**src/rtl/mem_port_arbiter.sv**
```systemverilog
// mem_port_arbiter: shares one single-port RAM between fetch and data ports,
// data-first with starvation boost for fetch, responses routed by a tag pipeline.
module mem_port_arbiter #(
    parameter int AW       = 10,
    parameter int DW       = 32,
    parameter int MEM_LAT  = 1,
    parameter int MAX_WAIT = 3
) (
    input  logic          CLK,
    input  logic          RSTn,
    input  logic          i_req,
    input  logic [AW-1:0] i_addr,
    output logic          i_gnt,
    output logic          i_rvalid,
    output logic [DW-1:0] i_rdata,
    input  logic          d_req,
    input  logic          d_we,
    input  logic [AW-1:0] d_addr,
    input  logic [DW-1:0] d_wdata,
    output logic          d_gnt,
    output logic          d_rvalid,
    output logic [DW-1:0] d_rdata,
    output logic          mem_en,
    output logic          mem_we,
    output logic [AW-1:0] mem_addr,
    output logic [DW-1:0] mem_wdata,
    input  logic [DW-1:0] mem_rdata,
    output logic          fetch_boost
);
    typedef struct packed {
        logic v;
        logic o;
        logic w;
    } tag_t;

    tag_t [MEM_LAT-1:0] r_tag;
    logic [3:0]         r_wait_cnt;
    tag_t               w_last;

    assign fetch_boost = r_wait_cnt == 4'(MAX_WAIT);
    // Grants are gated by RSTn so nothing reaches the RAM while in reset.
    assign i_gnt = RSTn & i_req & (~d_req | fetch_boost);
    assign d_gnt = RSTn & d_req & ~(i_req & fetch_boost);

    assign mem_en    = i_gnt | d_gnt;
    assign mem_we    = d_gnt & d_we;
    assign mem_addr  = i_gnt ? i_addr : d_gnt ? d_addr : '0;
    assign mem_wdata = d_gnt ? d_wdata : '0;

    always_ff @(posedge CLK or negedge RSTn) begin
        if (!RSTn) begin
            r_wait_cnt <= '0;
            r_tag      <= '0;
        end else begin
            r_wait_cnt <= (i_req & ~i_gnt) ? (fetch_boost ? r_wait_cnt : r_wait_cnt + 4'd1) : 4'd0;
            r_tag[0]   <= {mem_en, d_gnt, mem_we};
            for (int k = 1; k < MEM_LAT; k++)
                r_tag[k] <= r_tag[k-1];
        end
    end

    assign w_last   = r_tag[MEM_LAT-1];
    assign i_rvalid = w_last.v & ~w_last.o;
    assign d_rvalid = w_last.v & w_last.o;
    assign i_rdata  = i_rvalid ? mem_rdata : '0;
    assign d_rdata  = (d_rvalid & ~w_last.w) ? mem_rdata : '0;
endmodule

```
**config.mk**
```make
export PLATFORM = sky130hd
export DESIGN_NAME = mem_port_arbiter
export DESIGN_NICKNAME = d
export VERILOG_FILES = /design/src/rtl/mem_port_arbiter.sv
export SDC_FILE = /design/constraint.sdc
export NUM_CORES = 1
export LEC_CHECK = 0
export ABC_CLOCK_PERIOD_IN_PS = 1800
export CAP_MARGIN = 0
export CORE_UTILIZATION = 19
export DETAILED_ROUTE_END_ITERATION = 12
export GPL_TIMING_DRIVEN = 0
export PLACE_DENSITY = 0.77
export SYNTH_ARGS = -nofsm -noshare
export SYNTH_HDL_FRONTEND = slang
export SYNTH_SLANG_ARGS = --single-unit
```
**constraint.sdc**
```tcl
create_clock -name CLK -period 1.8 [get_ports CLK]
set_input_delay 0.45 -clock CLK [delete_from_list [all_inputs] [get_ports CLK]]
set_output_delay 0.45 -clock CLK [all_outputs]
set_load 0.03 [all_outputs]
```
==> summary.md <==
| Metric | Value |
|---|---|
| Ports | around 200 |
| Switching part of the total | between 30 and 40% |
| Hold Buf Count CTS | 0 |
| Row count | 27 |
| Startpoint types | register |
| Post-Syn Nets | 240 |
| DR vias/cell | ~4.3 |
| Psw | 502 uW |
| Worst-skew pair later-pin latency | about 0.22 ns |
| All-Layer GR Usage | 19.5% |
| Final instance count without filler cells | ~460 |
| Die height | 78.8 um |
| Worst slew pin tran | 0.323 ns |
| First-pass GRT wire length | approximately 9.4 mm |
| Vias in the first global route | about 1800 |
| DPL Wire Length | 5.14 mm |
| Type of the worst setup path | reg2out |
| Largest family of logic cells by synthesized area | simple AND/OR/NAND/NOR gates |
| Outcome | complete, but fails checks |
| Residual DRC count | 0 |
| Worst hold path class | in2async |
| FFs w/ async S/R, synth | between 90% and 100% |
| WP buf/inv | 4 |
| WL final | approximately 7.5 mm |
| CP Cell Sequence | ha_2, or3b_4, clkinv_4, a21oi_4, buf_6, buf_8, a22o_4, buf_6 |
| Flop and latch count out of synthesis | 7 |
| Met2 track demand over resource | a little over two fifths |
| Tcrit/Tclk final | 132% |
| N_diodes | 0 |
| Sink Count | 7 |
| Failing checks | negative setup slack |
| Cell area after synthesis | around 1100 um^2 |
| Cell taking the most area after synthesis | and2_1 |
| Initial core utilization | between 10% and 20% |
| Worst Path Required | approximately 1.4 ns |
| Pre-CTS WS | -1.41 ns |
| Post-synth cell types | 21 |
| Ys flop type | dfrtp_1 |
| Max VDD drop | 0.000230 V |
| F_max | around 0.42 GHz |
| Xor/xnor share of the synthesized area | 0.781% |
| Final Hold Vio Count | 0 |
| Adder-Cell Fraction of Synth Area | 1.12% |
| Largest cells by area after synthesis | and2_1 (55%), dfrtp_1 (16%), a22o_1 (7.8%) |
| Syn Area/Cell | ~7.5 um^2 |
| Layout Skew | 0.00244 ns |
| Max-slew headroom | 78.6% |
| Max-slew violations | 0 |
| Dpl cells | approximately 420 |
| Fill count | 421 |
| Clk pin slew, worst setup/hold paths | around 0.040 ns |
| Max incr delay on CP | between 0.4 and 0.5 ns |
| Most used routing layer | met2 |
| PwrDens | 340 nW/um^2 |
| Post-synth EDFFs | 0 |
| Die footprint | ~6200 um^2 |
| RSZ-0062 raised after global routing | true |
| Gate power share | between 70 and 80% |
| Met3 usage | 5.86% |
| TritonCTS clock tree | yes |
| Max-capacitance violation count | 0 |
| LEAKAGE | approximately 2.0 nW |
| Via count | about 2000 |
| Post-synthesis mux area share | 0% |
| DRT Pass-1 Iters | 4 |
| CTS buffer count | 3 |
| Final worst slack | -0.568 ns |
| Setup Viol. Count Final | 80 |
| Nets | between 400 and 500 |
| GRT overflow | 0 |
| Worst Path Max Fanout | 5 |
| Root Buffer | clkbuf_8 |
| Initial antenna violation count | 0 |
| Largest net degree at the start of global routing | 14 |
| Top delay family on crit path | buffers and inverters |
| Setup TNS | -27.89 ns |
| Share of layout cells above drive strength 1 | 69.7% |
| Clk buf depth | 2 |
| P_int | 884 uW |
| Compound-Gate Fraction of Synth Area | between 10% and 20% |
| Yosys top cell area share | roughly 55% |
| Register area share after synthesis | 15.6% |
| Core Region | 5610 um^2 |
| Cell mode on critical path | buf_6 |
| Clk pwr share | 15.4% |
| Area delta synth->final | 264% |
| Seq pwr share | 12.4% |
| DRT iter0 DRCs | 50 |
| Drt wl/cell | between 15 and 20 um |
| Most frequent cells in the layout | buf_6 (122), and2_4 (93), clkdlybuf4s50_1 (85), buf_4 (14), buf_2 (8) |
| Met1 usage in global routing | approximately 17% |
| Post-Synth Simple-Gate Area | between 60% and 70% |
| Buffers on Ports | approximately 200 |
| H-tree levels | 1 |
| Commonest non-fill, non-tap cell in the layout | buf_6 |
| Element type at the critical path end | output port |
| Die Width | 78.8 um |
| Mapped Cells | 150 |
| DRT antenna net count | 0 |
| Minimum clock period | about 2.4 ns |
| GP Congestion | between 0.7 and 0.8 |
| Worst EP arrival | between 1.5 and 2 ns |
| Synth Warn # | 0 |
| Crit-path slowest cell | or3b_4 |
## worst register-to-register path, cell delays in order, from the launching register on
cell	delay [ns]
dfrtp_1	0.35
ha_2	0.18
or3b_4	0.42
clkinv_4	0.07
a21oi_4	0.05
buf_6	0.15
clkbuf_16	0.15
buf_4	0.13
buf_4	0.12
## cells in the mapped netlist, types with 2 or more instances
master and n:
nand2b_1 2, and2_1 98, nor2b_1 2, clkbuf_1 6
nand3_1 2, buf_6 4, a21boi_0 2, a22o_1 10
nand3b_1 4, dfrtp_1 7, nand2_1 3
## final timing paths
path	cells past startpoint	startpoint	end	slack, ns
worst max-delay path	8	r_wait_cnt[1]$_DFFE_PN0P_	mem_addr[4]	-0.57
worst min-delay path	1	RSTn	r_wait_cnt[1]$_DFFE_PN0P_	0.19
worst max register to register	8	r_wait_cnt[1]$_DFFE_PN0P_	r_tag[1]$_DFF_PN0_	0.06
worst min register to register	2	r_wait_cnt[3]$_DFFE_PN0P_	r_wait_cnt[3]$_DFFE_PN0P_	0.57
max in group asynchronous	1	RSTn	r_tag[1]$_DFF_PN0_	1.37
min in group CLK	2	r_wait_cnt[3]$_DFFE_PN0P_	r_wait_cnt[3]$_DFFE_PN0P_	0.57
## stage by stage
| stage | power, mW | utilization [%] | hold WS (ns) | area (um^2) |
|---|---|---|---|---|
| after floorplan | 0.550 | - | 0.154 | 1260 |
| after global routing | 1.45 | 72.8 | 0.203 | 4080 |
| after global placement | 0.969 | 60.0 | 0.546 | 3370 |
| after detailed placement | 0.976 | 60.0 | 0.566 | 3370 |
| after CTS | 1.26 | 65.8 | 0.192 | 3690 |
| final | 1.39 | 72.8 | 0.190 | 4080 |
## power groups by stage
| stage | Combinational (mW) | Sequential (mW) | Clock [mW] |
|---|---|---|---|
| floorplan | 0.378 | 0.171 | 0 |
| global placement | 0.797 | 0.172 | 0 |
| detailed placement | 0.803 | 0.173 | 0 |
| CTS | 0.874 | 0.171 | 0.220 |
| global route | 1.05 | 0.173 | 0.234 |
| finish | 1.00 | 0.172 | 0.214 |
## per-layer routing
layer / share of wire (%) / wire length (um)
met5: 0 / 0
met4: 1.3 / 95
met3: 9.6 / 716
met2: 58 / 4330
met1: 31 / 2360
## layout make-up
class	instances	area, um^2	area share, %
timing repair buffer	231	2430	59.6
clock buffer	4	45.0	1.10
inverter	1	8.76	0.215
buffer	11	143	3.49
tap	72	90.1	2.21
sequential	7	176	4.32
multi-input combinational	132	1190	29.1
## what timing repair did
action | 4_1_cts | 5_1_grt
setup endpoints to repair | 114 | 108
pin swaps | 12 | 47
cloned | 4 | 6
gates resized for setup | 780 | 146
setup buffers | 15 | 7
## cells by family (layout without fill, tap and decap cells)
family | after synthesis | in the layout
AOI/OAI and AO/OA | 16 | 16
xor gates and xnor gates | 1 | 1
adders and majority gates | 1 | 1
buffers and inverters | 12 | 247
DFF | 7 | 7
and+or+nand+nor | 113 | 114
## state kept, by name (all words and copies together), names as in the netlist
name        flops
r_tag           3
r_wait_cnt      4
Note: power is estimated with default switching activity, not from simulation.
